[src/rtl/sdram_init_monitor.sv]
`timescale 1ns/1ps
// sdram_init_monitor
//   Watches the SDRAM command bus exactly as the chip samples it and checks
//   the power-up initialisation sequence: Cke-high NOP period, PRECHARGE ALL,
//   at least REF_NUM AUTO REFRESH, then LOAD MODE, with tRP/tRFC/tMRD gaps.
//   Reports a sticky pass flag, a sticky error flag with the first violation
//   code, the captured mode register and a saturating refresh count.
//
// Ports
//   Clk       in   system clock, everything sampled on the rising edge
//   Rst       in   asynchronous reset, active-high
//   Cke       in   SDRAM clock enable (low = power-up not started)
//   Command   in   {Cs_n,Ras_n,Cas_n,We_n}
//   Saddr     in   SDRAM address bus, A10 selects precharge-all
//   Init_ok   out  sequence completed legally (sticky)
//   Init_err  out  sequence violation seen (sticky)
//   Err_code  out  first violation code, 0 = none
//   Mode_reg  out  Saddr captured at LOAD MODE
//   Ref_cnt   out  accepted AUTO REFRESH commands, saturates at 15
//
// Error codes: 1 command during power-up wait, 2 precharge without A10,
//   3 tRP gap violated, 4 tRFC gap violated, 5 refresh/mode out of order,
//   6 tMRD gap violated, 7 ACT/READ/WRITE/BST before init completes.
module sdram_init_monitor #(
  parameter int ASIZE     = 12,
  parameter int T_POWERUP = 20000,
  parameter int T_RP      = 2,
  parameter int T_RFC     = 7,
  parameter int T_MRD     = 2,
  parameter int REF_NUM   = 2
) (
  input  logic             Clk,
  input  logic             Rst,
  input  logic             Cke,
  input  logic [3:0]       Command,
  input  logic [ASIZE-1:0] Saddr,
  output logic             Init_ok,
  output logic             Init_err,
  output logic [2:0]       Err_code,
  output logic [ASIZE-1:0] Mode_reg,
  output logic [3:0]       Ref_cnt
);

  localparam int TW = (T_POWERUP < 1) ? 1 : $clog2(T_POWERUP + 1);

  localparam logic [TW-1:0] TPU_C    = TW'(T_POWERUP);
  localparam logic [TW-1:0] TRP_M1   = TW'(T_RP - 1);
  localparam logic [TW-1:0] TRFC_M1  = TW'(T_RFC - 1);
  localparam logic [TW-1:0] TMRD_M1  = TW'(T_MRD - 1);
  localparam logic [3:0]    REFN_C   = 4'(REF_NUM);

  typedef enum logic [3:0] {
    S_IDLE, S_POWERUP, S_WAIT_PRE, S_TRP, S_WAIT_REF,
    S_TRFC, S_WAIT_MRS, S_TMRD, S_DONE, S_ERROR
  } state_t;

  state_t           state_q, state_d;
  logic [TW-1:0]    timer_q, timer_d;
  logic             ok_q, ok_d;
  logic             err_q, err_d;
  logic [2:0]       code_q, code_d;
  logic [ASIZE-1:0] mode_q, mode_d;
  logic [3:0]       ref_q, ref_d;
  logic [2:0]       viol;

  logic is_nop, is_pre, is_ref, is_mrs, is_ill, a10;

  assign is_nop = Command[3] | (Command == 4'b0111);
  assign is_pre = (Command == 4'b0010);
  assign is_ref = (Command == 4'b0001);
  assign is_mrs = (Command == 4'b0000);
  assign is_ill = ~(is_nop | is_pre | is_ref | is_mrs);
  assign a10    = Saddr[10];

  function automatic logic [TW-1:0] tmr_inc(input logic [TW-1:0] t);
    return (t == {TW{1'b1}}) ? t : t + 1'b1;
  endfunction

  function automatic logic [3:0] ref_inc(input logic [3:0] r);
    return (r == 4'hF) ? r : r + 1'b1;
  endfunction

  // Once the mandatory refreshes are in, a finished gap lands in WAIT_MRS.
  function automatic state_t after_gap(input logic [3:0] r);
    return (r >= REFN_C) ? S_WAIT_MRS : S_WAIT_REF;
  endfunction

  always_comb begin
    state_d = state_q;
    timer_d = timer_q;
    ok_d    = ok_q;
    err_d   = err_q;
    code_d  = code_q;
    mode_d  = mode_q;
    ref_d   = ref_q;
    viol    = 3'd0;

    case (state_q)
      S_IDLE: begin
        if (Cke) begin
          state_d = S_POWERUP;
          timer_d = '0;
        end
      end
      S_DONE: begin
        if (is_ref) ref_d = ref_inc(ref_q);
      end
      S_ERROR: begin
      end
      default: begin
        // Cke dropping aborts the sequence quietly, even over a violation.
        if (!Cke) begin
          state_d = S_IDLE;
          timer_d = '0;
          ref_d   = '0;
        end else if (is_ill) begin
          viol = 3'd7;
        end else begin
          // Gap states reuse timer starting at 1 for the cycle after the command.
          if (is_pre && a10 && state_q inside {S_POWERUP, S_WAIT_REF, S_WAIT_MRS}
              && !(state_q == S_POWERUP && timer_q < TPU_C)) begin
            if (T_RP > 1) begin
              state_d = S_TRP;
              timer_d = TW'(1);
            end else begin
              state_d = after_gap(ref_q);
            end
          end else begin
            case (state_q)
              S_POWERUP: begin
                if (is_nop)              timer_d = tmr_inc(timer_q);
                else if (timer_q < TPU_C) viol = 3'd1;
                else if (is_pre)          viol = 3'd2;
                else                      viol = 3'd5;
              end
              S_WAIT_REF, S_WAIT_MRS: begin
                if (is_pre) begin
                  viol = 3'd2;
                end else if (is_ref) begin
                  ref_d = ref_inc(ref_q);
                  if (T_RFC > 1) begin
                    state_d = S_TRFC;
                    timer_d = TW'(1);
                  end else begin
                    state_d = after_gap(ref_inc(ref_q));
                  end
                end else if (is_mrs) begin
                  if (state_q == S_WAIT_REF) begin
                    viol = 3'd5;
                  end else begin
                    mode_d = Saddr;
                    if (T_MRD > 1) begin
                      state_d = S_TMRD;
                      timer_d = TW'(1);
                    end else begin
                      ok_d    = 1'b1;
                      state_d = S_DONE;
                    end
                  end
                end
              end
              S_TRP: begin
                if (!is_nop)                 viol = 3'd3;
                else if (timer_q >= TRP_M1)  state_d = after_gap(ref_q);
                else                         timer_d = tmr_inc(timer_q);
              end
              S_TRFC: begin
                if (!is_nop)                 viol = 3'd4;
                else if (timer_q >= TRFC_M1) state_d = after_gap(ref_q);
                else                         timer_d = tmr_inc(timer_q);
              end
              S_TMRD: begin
                if (!is_nop) begin
                  viol = 3'd6;
                end else if (timer_q >= TMRD_M1) begin
                  ok_d    = 1'b1;
                  state_d = S_DONE;
                end else begin
                  timer_d = tmr_inc(timer_q);
                end
              end
              default: begin
                state_d = S_IDLE;
              end
            endcase
          end
        end
        if (viol != 3'd0) begin
          state_d = S_ERROR;
          err_d   = 1'b1;
          code_d  = viol;
        end
      end
    endcase
  end

  always_ff @(posedge Clk or posedge Rst) begin
    if (Rst) begin
      state_q <= S_IDLE;
      timer_q <= '0;
      ok_q    <= 1'b0;
      err_q   <= 1'b0;
      code_q  <= 3'd0;
      mode_q  <= '0;
      ref_q   <= 4'd0;
    end else begin
      state_q <= state_d;
      timer_q <= timer_d;
      ok_q    <= ok_d;
      err_q   <= err_d;
      code_q  <= code_d;
      mode_q  <= mode_d;
      ref_q   <= ref_d;
    end
  end

  assign Init_ok  = ok_q;
  assign Init_err = err_q;
  assign Err_code = code_q;
  assign Mode_reg = mode_q;
  assign Ref_cnt  = ref_q;

endmodule

[config.mk]
export PLATFORM = sky130hd
export DESIGN_NAME = sdram_init_monitor
export DESIGN_NICKNAME = d
export VERILOG_FILES = /design/src/rtl/sdram_init_monitor.sv
export SDC_FILE = /design/constraint.sdc
export NUM_CORES = 1
export LEC_CHECK = 0
export CAP_MARGIN = 20
export CORE_UTILIZATION = 54
export CTS_CLUSTER_DIAMETER = 80
export DETAILED_ROUTE_END_ITERATION = 7
export GPL_ROUTABILITY_DRIVEN = 0
export PLACE_DENSITY = 0.8
export SETUP_SLACK_MARGIN = 0.4
export SYNTH_ARGS = -nofsm -noshare
export SYNTH_HDL_FRONTEND = slang
export SYNTH_SLANG_ARGS = --single-unit
[constraint.sdc]
create_clock -name Clk -period 3.2 [get_ports Clk]
set_input_delay 0.48 -clock Clk [delete_from_list [all_inputs] [get_ports Clk]]
set_output_delay 0.48 -clock Clk [all_outputs]
set_load 0.03 [all_outputs]
==> results of run 1 <==
==> metal layers <==
metal	wire length (um)	up-vias	share of wire [%]
li1	-	1166	-
met1	2800	1173	44
met2	2800	107	44
met3	617	14	9.7
met4	118	0	1.9
met5	0	-	0
==> Yosys cell counts, drive strengths merged (7+ instances only) <==
cell / count / share of area (%)
dfrtp: 40 / 39
nor2: 28 / 4.1
o21ai: 25 / 5.0
nand2: 21 / 3.0
a21oi: 15 / 2.9
inv: 12 / 1.7
mux2: 12 / 5.2
o31ai: 10 / 3.1
and2: 9 / 2.2
nor4: 8 / 1.9
a211oi: 7 / 2.7
buf: 7 / 1.4
nand4: 7 / 1.7
nor3: 7 / 2.0
==> area by class of cell <==
| cell class | count | area, um^2 | share of cell area (%) |
|---|---|---|---|
| Clock buffer | 5 | 68.8 | 2.14 |
| Clock inverter | 3 | 47.5 | 1.48 |
| Inverter | 12 | 45.0 | 1.40 |
| Multi-Input combinational cell | 220 | 1500 | 46.7 |
| Sequential cell | 40 | 1000 | 31.1 |
| Tap cell | 52 | 65.1 | 2.02 |
| Timing Repair Buffer | 52 | 488 | 15.2 |
==> path summary, 6_finish.rpt <==
check / start / to / slack, ns / cells after the start
setup / recovery: Command[2] / state_q[1]$_DFFE_PP0P_ / 0.61 / 7
hold / removal: Init_ok$_DFFE_PP0P_ / Init_ok$_DFFE_PP0P_ / 0.47 / 1
setup reg to reg: timer_q[5]$_DFFE_PP0P_ / state_q[3]$_DFFE_PP0P_ / 0.69 / 6
hold reg to reg: Init_ok$_DFFE_PP0P_ / Init_ok$_DFFE_PP0P_ / 0.47 / 1
max in group asynchronous: Rst / state_q[1]$_DFFE_PP0P_ / 2.23 / 3
min in group asynchronous: Rst / Mode_reg[11]$_DFFE_PP0P_ / 0.60 / 3
==> kinds of logic (layout without fill, tap and decap cells) <==
| group | after synthesis | in the layout | synth area share, % |
|---|---|---|---|
| compound gates | 88 | 88 | 24.3 |
| xor+xnor | 1 | 1 | 0.338 |
| fa+ha+maj | 4 | 4 | 1.93 |
| buf+inv | 24 | 72 | 3.86 |
| flops | 40 | 40 | 38.6 |
| mux | 13 | 13 | 5.60 |
| simple gates | 114 | 114 | 25.4 |
==> power by group through the flow <==
stage          Combinational (W)  Clock (W)  Sequential [W]
4_1_cts                 0.000647   0.000442        0.000605
3_3_place_gp            0.000632          0        0.000614
6_report                0.000657   0.000435        0.000608
2_1_floorplan           0.000399          0        0.000654
5_1_grt                 0.000730   0.000465        0.000616
3_5_place_dp            0.000642          0        0.000616
==> stage by stage <==
stage               hold slack, ns  cells  cell area [um^2]  setup WS (ns)  total power (W)
floorplan                    0.475    284              2590          0.847          0.00105
global placement             0.452    375              3080          0.288          0.00125
detailed placement           0.456    375              3080          0.199          0.00126
CTS                          0.478    383              3200          0.503          0.00169
global route                 0.485    384              3220          0.460          0.00181
finish                       0.471    384              3220          0.615          0.00170
==> repair_timing <==
action / in CTS / in global routing
hold buffers: 0 / 0
setup endpoints to repair: 0 / 10
gates resized for setup: 0 / 3
==> flow_summary.yaml, run 1 <==
run_status:
  status: "complete, no violations"
routing:
  first_pass_iters: 5
  postRouteAntennaNets: 0
  wl_per_cell_um: 16.5
  viasPerCell: 6.41
  routed_wl_um: 6340
  dr.first_iter.drc_count: 341
  drc: 0
  vias: 2460
critical_path:
  endpoint_kind: "flip-flop"
  cpPeakStageDelay_ns: 0.68
  crit_family: "compound AO/OA/AOI/OAI gates"
  critPathMaxFanout: 8
  crit_buf_inv: 1
  crit_type: "primary input to flip-flop"
  start_kind: "primary input"
  crit_chain: "clkdlybuf4s50_1, a31oi_2, nand2b_1, a211oi_2, a21oi_1, or4b_1, a21oi_1"
  worst_path_max_delay_cell: "clkdlybuf4s50_1"
  cp_common_cell: "a21oi_1"
  arrival_ns: 2.81
  crit_required_ns: 3.43
clock_network:
  htree_levels: 2
  clockRootBuffer: "clkbuf_8"
  cts.sinks: 40
  clk_pin_slew_ns: 0.08
  cts_tree: "yes"
  clock_latency_ns: 0.31
  clockBufferDepth: 2
  postCtsSetupBuffers: 0
  cts_made_buffers: 5
place:
  port_buffers: 39
  hpwlAfterDp_um: 4490
layout:
  fin_util_pct: 72.0
  area_delta_synth_final_pct: 24.1
  final_common_cell: "dfrtp_1"
  nFillCells: 332
  layout_common_cells: "dfrtp_1 (40), clkdlybuf4s50_1 (38), nor2_1 (27), nand2_1 (21), o21ai_0 (19)"
  num-nets-final: 354
  drive_gt1_share_pct: 16.6
  largest_reg_flops: 15
  diodes: 0
floorplan:
  ioPinCount: 40
  core_um2: 4470
  die_x_um: 71.3
  initial_core_util_pct: 58.0
  die_area_um2: 5080
  fp.dieH_um: 71.3
  fp-row-count: 24
global_route:
  gr-total-overflow: 0
  top_usage_layer: "met2"
  met2_usage_pct: 40.6
  met1_usage_pct: 38.7
  grt.total_usage_pct: 27.3
  grt_antenna_before_repair: 0
  grt_max_degree: 41
  grt_pass1_vias: 2363
  use_met3_pct: 7.17
  grt_pass1_wl_um: 10900
synthesis:
  synth_edf_count: 0
  synth.net_count: 307
  ys_ff_latch: 40
  synth_seq_area_share_pct: 38.6
  synth_flop_cell: "dfrtp_1"
  syn_area_per_cell_um2: 9.13
  yosysWarnings: 0
  syn_inst: 284
  netlist_area_um2: 2590
  synthDistinctLibCells: 69
  async_reset_ff_share_pct: 100
timing:
  rsz0062_at_grt: "no"
  fin_crit_sh_pct: 80.8
  finalSetupViolations: 0
  slew_violations: 0
  tightest_slew_ns: 0.517
  fin_crit_ns: 2.59
  finalHoldViolCount: 0
  skew_ns: 0.00761
  max_slew_margin_pct: 65.5
  fin_tns_setup_ns: 0
  max_freq_mhz: 387
power_and_ir_drop:
  swShare_pct: 38.0
  ir_drop_uv: 305
  p_switching_w: 0.000646
  power_frac_seq_pct: 35.8
  p_int_w: 0.00105
  p_leak_nw: 1.33
  clock_power_share_pct: 25.6
  power_frac_comb_pct: 38.7
  powerDensity_nw_per_um2: 528
job:
  drv_cap: 0
hold_path:
  hp-class: "flip-flop to flip-flop"
Power figures use the tool's default switching activity.
==> run 2: changes to the inputs <==
Settings changed: CORE_UTILIZATION 54 to 49, PLACE_DENSITY 0.8 to 0.77.
Clock period 3.2 ns to 2.2 ns, I/O delays scaled along.
==> run 2 against run 1 <==
- the run now ends with negative setup slack left
- design area rose by 26%
- sequential share of layout area fell by 6.5 points
- largest power group unchanged
- clock skew rose by 0.0020 ns
==> flow_summary.yaml, run 2 (synthesis gave the netlist of run 1 again) <==
floorplan:
  fp.dieH_um: 74.8
  ioPinCount: 40
  die_x_um: 74.8
  core_um2: 5110
  die_area_um2: 5590
  fp-row-count: 26
  initial_core_util_pct: 50.8
power_and_ir_drop:
  ir_drop_uv: 386
  p_leak_nw: 1.83
  powerDensity_nw_per_um2: 745
  p_total_w: 0.00303
global_route:
  grt_max_degree: 41
  grt_pass1_vias: 2669
  grt_pass1_wl_um: 12300
  grt_antenna_before_repair: 0
  grt.total_usage_pct: 29.0
  gr-total-overflow: 0
critical_path:
  crit_chain: "or4_4, a211oi_4, nor2_4, buf_6, nor3_4, buf_4, buf_6, nand4_1, o21ai_1"
  crit_required_ns: 2.43
  crit_end: "timer_q[3]$_DFFE_PP0P_"
  start_kind: "flip-flop"
  endpoint_kind: "flip-flop"
  r2r_setup_slack_ns: -0.21
  r2r-start: "timer_q[5]$_DFFE_PP0P_"
  crit_type: "flip-flop to flip-flop"
  arrival_ns: 2.63
  r2r-end: "timer_q[3]$_DFFE_PP0P_"
  cp_common_cell: "buf_6"
  startpoint: "timer_q[5]$_DFFE_PP0P_"
  critPathMaxFanout: 5
  reg2reg_depth: 9
  worst_path_max_delay_cell: "or4_4"
  cpPeakStageDelay_ns: 0.57
layout:
  final_common_cell: "buf_4"
  layout_common_cells: "buf_4 (74), dfrtp_1 (40), clkdlybuf4s50_1 (31), nor2_1 (26), nand2_1 (19)"
  fin_area_um2: 4070
  drive_gt1_share_pct: 38.5
  diodes: 0
  num-nets-final: 427
  largest_reg_flops: 15
  area_delta_synth_final_pct: 56.9
routing:
  drc: 0
  wl_per_cell_um: 17.4
  first_pass_iters: 5
  viasPerCell: 6.02
  postRouteAntennaNets: 0
  vias: 2861
  dr.first_iter.drc_count: 297
  routed_wl_um: 8260
place:
  port_buffers: 39
  place_area_um2: 3560
  hpwlAfterDp_um: 5260
timing:
  fin_tns_setup_ns: -2.45
  fin_crit_sh_pct: 109
  finalHoldViolCount: 0
  fin_crit_ns: 2.41
  tightest_slew_ns: 0.581
  max_freq_mhz: 416
  whs_ns: 0.448
  rsz0062_at_grt: "yes"
  slew_violations: 0
  fin_ws_ns: -0.206
  max_slew_margin_pct: 61.1
  finalSetupViolations: 22
  skew_ns: 0.00964
job:
  drv_cap: 0
run_status:
  violations: "negative setup slack"
  status: "complete, but fails checks"
clock_network:
  clock_latency_ns: 0.30
  cts_tree: "yes"
  clk_pin_slew_ns: 0.09
  cts.sinks: 40
  clockRootBuffer: "clkbuf_8"
  clockBufferDepth: 2
  hold_buffers: 0
  htree_levels: 2
  cts_made_buffers: 5
hold_path:
  hp-class: "primary input to async pin"
==> run 2: changes by cell type in the layout (fill, tap and decap cells not counted), moves of 7 or more <==
cell             before  now
buf_6                 0    9
o21ai_0              19    7
o21ai_1               5   13
buf_4                12   74
clkdlybuf4s50_1      38   31
==> run 2: worst min path at each step <==
stage | start | end | slack, ns | cells after the start
floorplan | timer_q[11]$_DFFE_PP0P_ | timer_q[11]$_DFFE_PP0P_ | 0.48 | 1
global placement | Init_ok$_DFFE_PP0P_ | Init_ok$_DFFE_PP0P_ | 0.45 | 1
detailed placement | Init_ok$_DFFE_PP0P_ | Init_ok$_DFFE_PP0P_ | 0.47 | 1
CTS | Rst | timer_q[1]$_DFFE_PP0P_ | 0.47 | 3
global route | Rst | timer_q[1]$_DFFE_PP0P_ | 0.52 | 3
finish | Rst | timer_q[1]$_DFFE_PP0P_ | 0.45 | 3
==> run 2: area by class of cell <==
type,instances,area (um^2)
multi-input cells,220,1720
repair buffers,125,1100
fillers,304,1040
flip-flops and latches,40,1000
well taps,70,87.6
clock buffers,5,68.8
clock inverters,3,46.3
inverters,12,45.0
==> run 2: per-stage QoR <==
step	util, %	cells	worst slack, ns
after floorplan	-	284	-0.0233
after global placement	69.8	447	-0.421
after detailed placement	69.8	447	-0.479
after CTS	76.1	468	-0.169
after global routing	79.7	475	-0.283
final	79.7	475	-0.206
==> run 2: report_power, final <==
group / switching (W) / internal [W] / leakage, nW
clock network: 0.000293 / 0.000342 / 0.0548
logic: 0.000779 / 0.000733 / 1.23
registers: 0.0000810 / 0.000805 / 0.546
total: 0.00115 / 0.00188 / 1.83
==> run 2: per-layer routing <==
layer  up-vias  part of all wire (%)  wire, um  global-route usage [%]
met5         -                     0         0                       0
met4         0                   1.9       155                    10.5
met3        20                   8.3       684                    6.29
met2       154                    50      4090                    48.5
met1      1370                    40      3330                    37.1
li1       1317                     -         -                       -
==> run 2: critical path, delay by kind of cell (launching register included) <==
| family | cells | cell delay, ns |
|---|---|---|
| flops | 1 | 0.40 |
| compound gates | 2 | 0.45 |
| buf+inv | 3 | 0.40 |
| simple gates | 4 | 1.07 |
==> run 2: repair_timing <==
| action | CTS | global route |
|---|---|---|
| pin swaps | 25 | 19 |
| resized for setup | 30 | 32 |
| buffers inserted | 12 | 7 |
| endpoints found under the hold margin | 0 | 0 |
| endpoints found under the setup margin | 40 | 32 |
| cloned | 1 | 0 |
==> run 3: changes to the inputs <==
Settings changed: SKIP_CTS_REPAIR_TIMING from default to 1.
==> run 3 against run 2 <==
- the flow still finishes with violations (negative setup slack)
- combinational power up 16%
- design area up 6.5%
- clock skew rose by 0.0018 ns
- critical endpoint is now timer_q[10]$_DFFE_PP0P_
- largest cell class unchanged
==> flow_summary.yaml, run 3 (synthesis gave the netlist of run 1 again) <==
critical_path:
  endpoint_kind: "flip-flop"
  crit_required_ns: 2.42
  cp_common_cell: "buf_4"
  arrival_ns: 2.68
  cpPeakStageDelay_ns: 0.39
  startpoint: "timer_q[5]$_DFFE_PP0P_"
  worst_path_max_delay_cell: "dfrtp_1"
  start_kind: "flip-flop"
  crit_chain: "buf_4, nor4_4, buf_4, nand4_1, a31oi_1, o211a_1, buf_4, nand3_4, buf_6, o31ai_2"
  crit_type: "flip-flop to flip-flop"
  r2r-start: "timer_q[5]$_DFFE_PP0P_"
  critPathMaxFanout: 5
clock_network:
  clock_latency_ns: 0.31
  clockBufferDepth: 2
  cts_made_buffers: 5
  clockRootBuffer: "clkbuf_8"
  clk_pin_slew_ns: 0.10
  cts_tree: "yes"
  htree_levels: 2
  cts.sinks: 40
routing:
  viasPerCell: 6.17
  wl_per_cell_um: 19.8
  first_pass_iters: 5
  routed_wl_um: 9550
  vias: 2974
  dr.first_iter.drc_count: 309
  postRouteAntennaNets: 0
  drc: 0
run_status:
  status: "complete, but fails checks"
  violations: "negative setup slack"
floorplan:
  fp-row-count: 26
  die_x_um: 74.8
  initial_core_util_pct: 50.8
  core_um2: 5110
  fp.dieH_um: 74.8
  die_area_um2: 5590
  ioPinCount: 40
global_route:
  grt.total_usage_pct: 27.0
  gr-total-overflow: 0
  grt_pass1_vias: 2467
  grt_max_degree: 41
  grt_antenna_before_repair: 0
  grt_pass1_wl_um: 11500
timing:
  max_slew_margin_pct: 59.9
  fin_crit_sh_pct: 112
  fin_ws_ns: -0.264
  fin_crit_ns: 2.46
  finalSetupViolations: 25
  skew_ns: 0.0115
  rsz0062_at_grt: "yes"
  finalHoldViolCount: 0
  whs_ns: 0.437
  max_freq_mhz: 406
  slew_violations: 0
  tightest_slew_ns: 0.599
power_and_ir_drop:
  ir_drop_uv: 411
  p_int_w: 0.00201
  powerDensity_nw_per_um2: 759
  swShare_pct: 38.9
  power_frac_comb_pct: 53.2
  p_switching_w: 0.00128
  power_frac_seq_pct: 27.0
  p_leak_nw: 1.97
  clock_power_share_pct: 19.8
layout:
  multi_input_area_um2: 1860
  diodes: 0
  drive_gt1_share_pct: 43.4
  largest_reg_flops: 15
  layout_common_cells: "buf_4 (77), dfrtp_1 (39), clkdlybuf4s50_1 (31), nor2_1 (25), nand2_1 (18)"
  area_delta_synth_final_pct: 67.0
  layout.cells.non_filler: 482
  ff_latch_area_um2: 1000
  num-nets-final: 434
  final_common_cell: "buf_4"
  nFillCells: 258
place:
  port_buffers: 39
  place_inst: 447
  hpwlAfterDp_um: 5260
hold_path:
  hp-class: "primary input to async pin"
job:
  drv_cap: 0
[run 3: cell type report]
class / count / area share (%)
tap: 70 / 2.02
timing repair buffer: 132 / 28.3
sequential: 40 / 23.1
inverter: 12 / 1.04
clock buffer: 5 / 1.59
multi-input combinational: 220 / 42.9
clock inverter: 3 / 1.07
[run 3: worst max-delay path: cells and delay by family (launching register included)]
kind / cells / cell delay, ns
buf+inv: 4 / 0.70
simple gates: 3 / 0.63
flops: 1 / 0.39
compound gates: 3 / 0.65
[run 3: path summary, 6_finish.rpt]
path | to | slack [ns] | cells after the start
max | timer_q[10]$_DFFE_PP0P_ | -0.26 | 10
min | timer_q[0]$_DFFE_PP0P_ | 0.44 | 3
max in group asynchronous | Ref_cnt[0]$_DFFE_PP0P_ | 1.40 | 3
min reg2reg | Init_ok$_DFFE_PP0P_ | 0.48 | 1
max reg2reg | timer_q[10]$_DFFE_PP0P_ | -0.26 | 10
min in group Clk | Init_ok$_DFFE_PP0P_ | 0.48 | 1
[run 3: per-stage QoR]
stage	util, %	instance area [um^2]	setup WS (ns)	setup TNS (ns)	total power, W
after floorplan	-	2650	-0.0233	-0.0601	0.00158
after global placement	69.8	3560	-0.421	-8.09	0.00207
after detailed placement	69.8	3560	-0.479	-9.51	0.00210
after CTS	72.0	3680	-0.326	-4.00	0.00274
after global routing	84.8	4330	-0.351	-6.00	0.00342
final	84.8	4330	-0.264	-4.24	0.00329
[run 3: layer usage]
layer / part of all wire (%) / vias up / track usage, % / wire length [um]
li1: - / 1324 / - / -
met1: 39 / 1444 / 34.9 / 3740
met2: 49 / 167 / 45.8 / 4710
met3: 7.2 / 39 / 5.49 / 686
met4: 4.3 / 0 / 7.55 / 408
met5: 0 / - / 0 / 0
[run 3: power groups by stage]
stage / Combinational (W) / Clock (W) / Sequential (W)
4_1_cts: 0.00122 / 0.000641 / 0.000876
3_3_place_gp: 0.00119 / 0 / 0.000885
2_1_floorplan: 0.000630 / 0 / 0.000953
6_report: 0.00175 / 0.000650 / 0.000888
3_5_place_dp: 0.00121 / 0 / 0.000890
5_1_grt: 0.00184 / 0.000687 / 0.000896
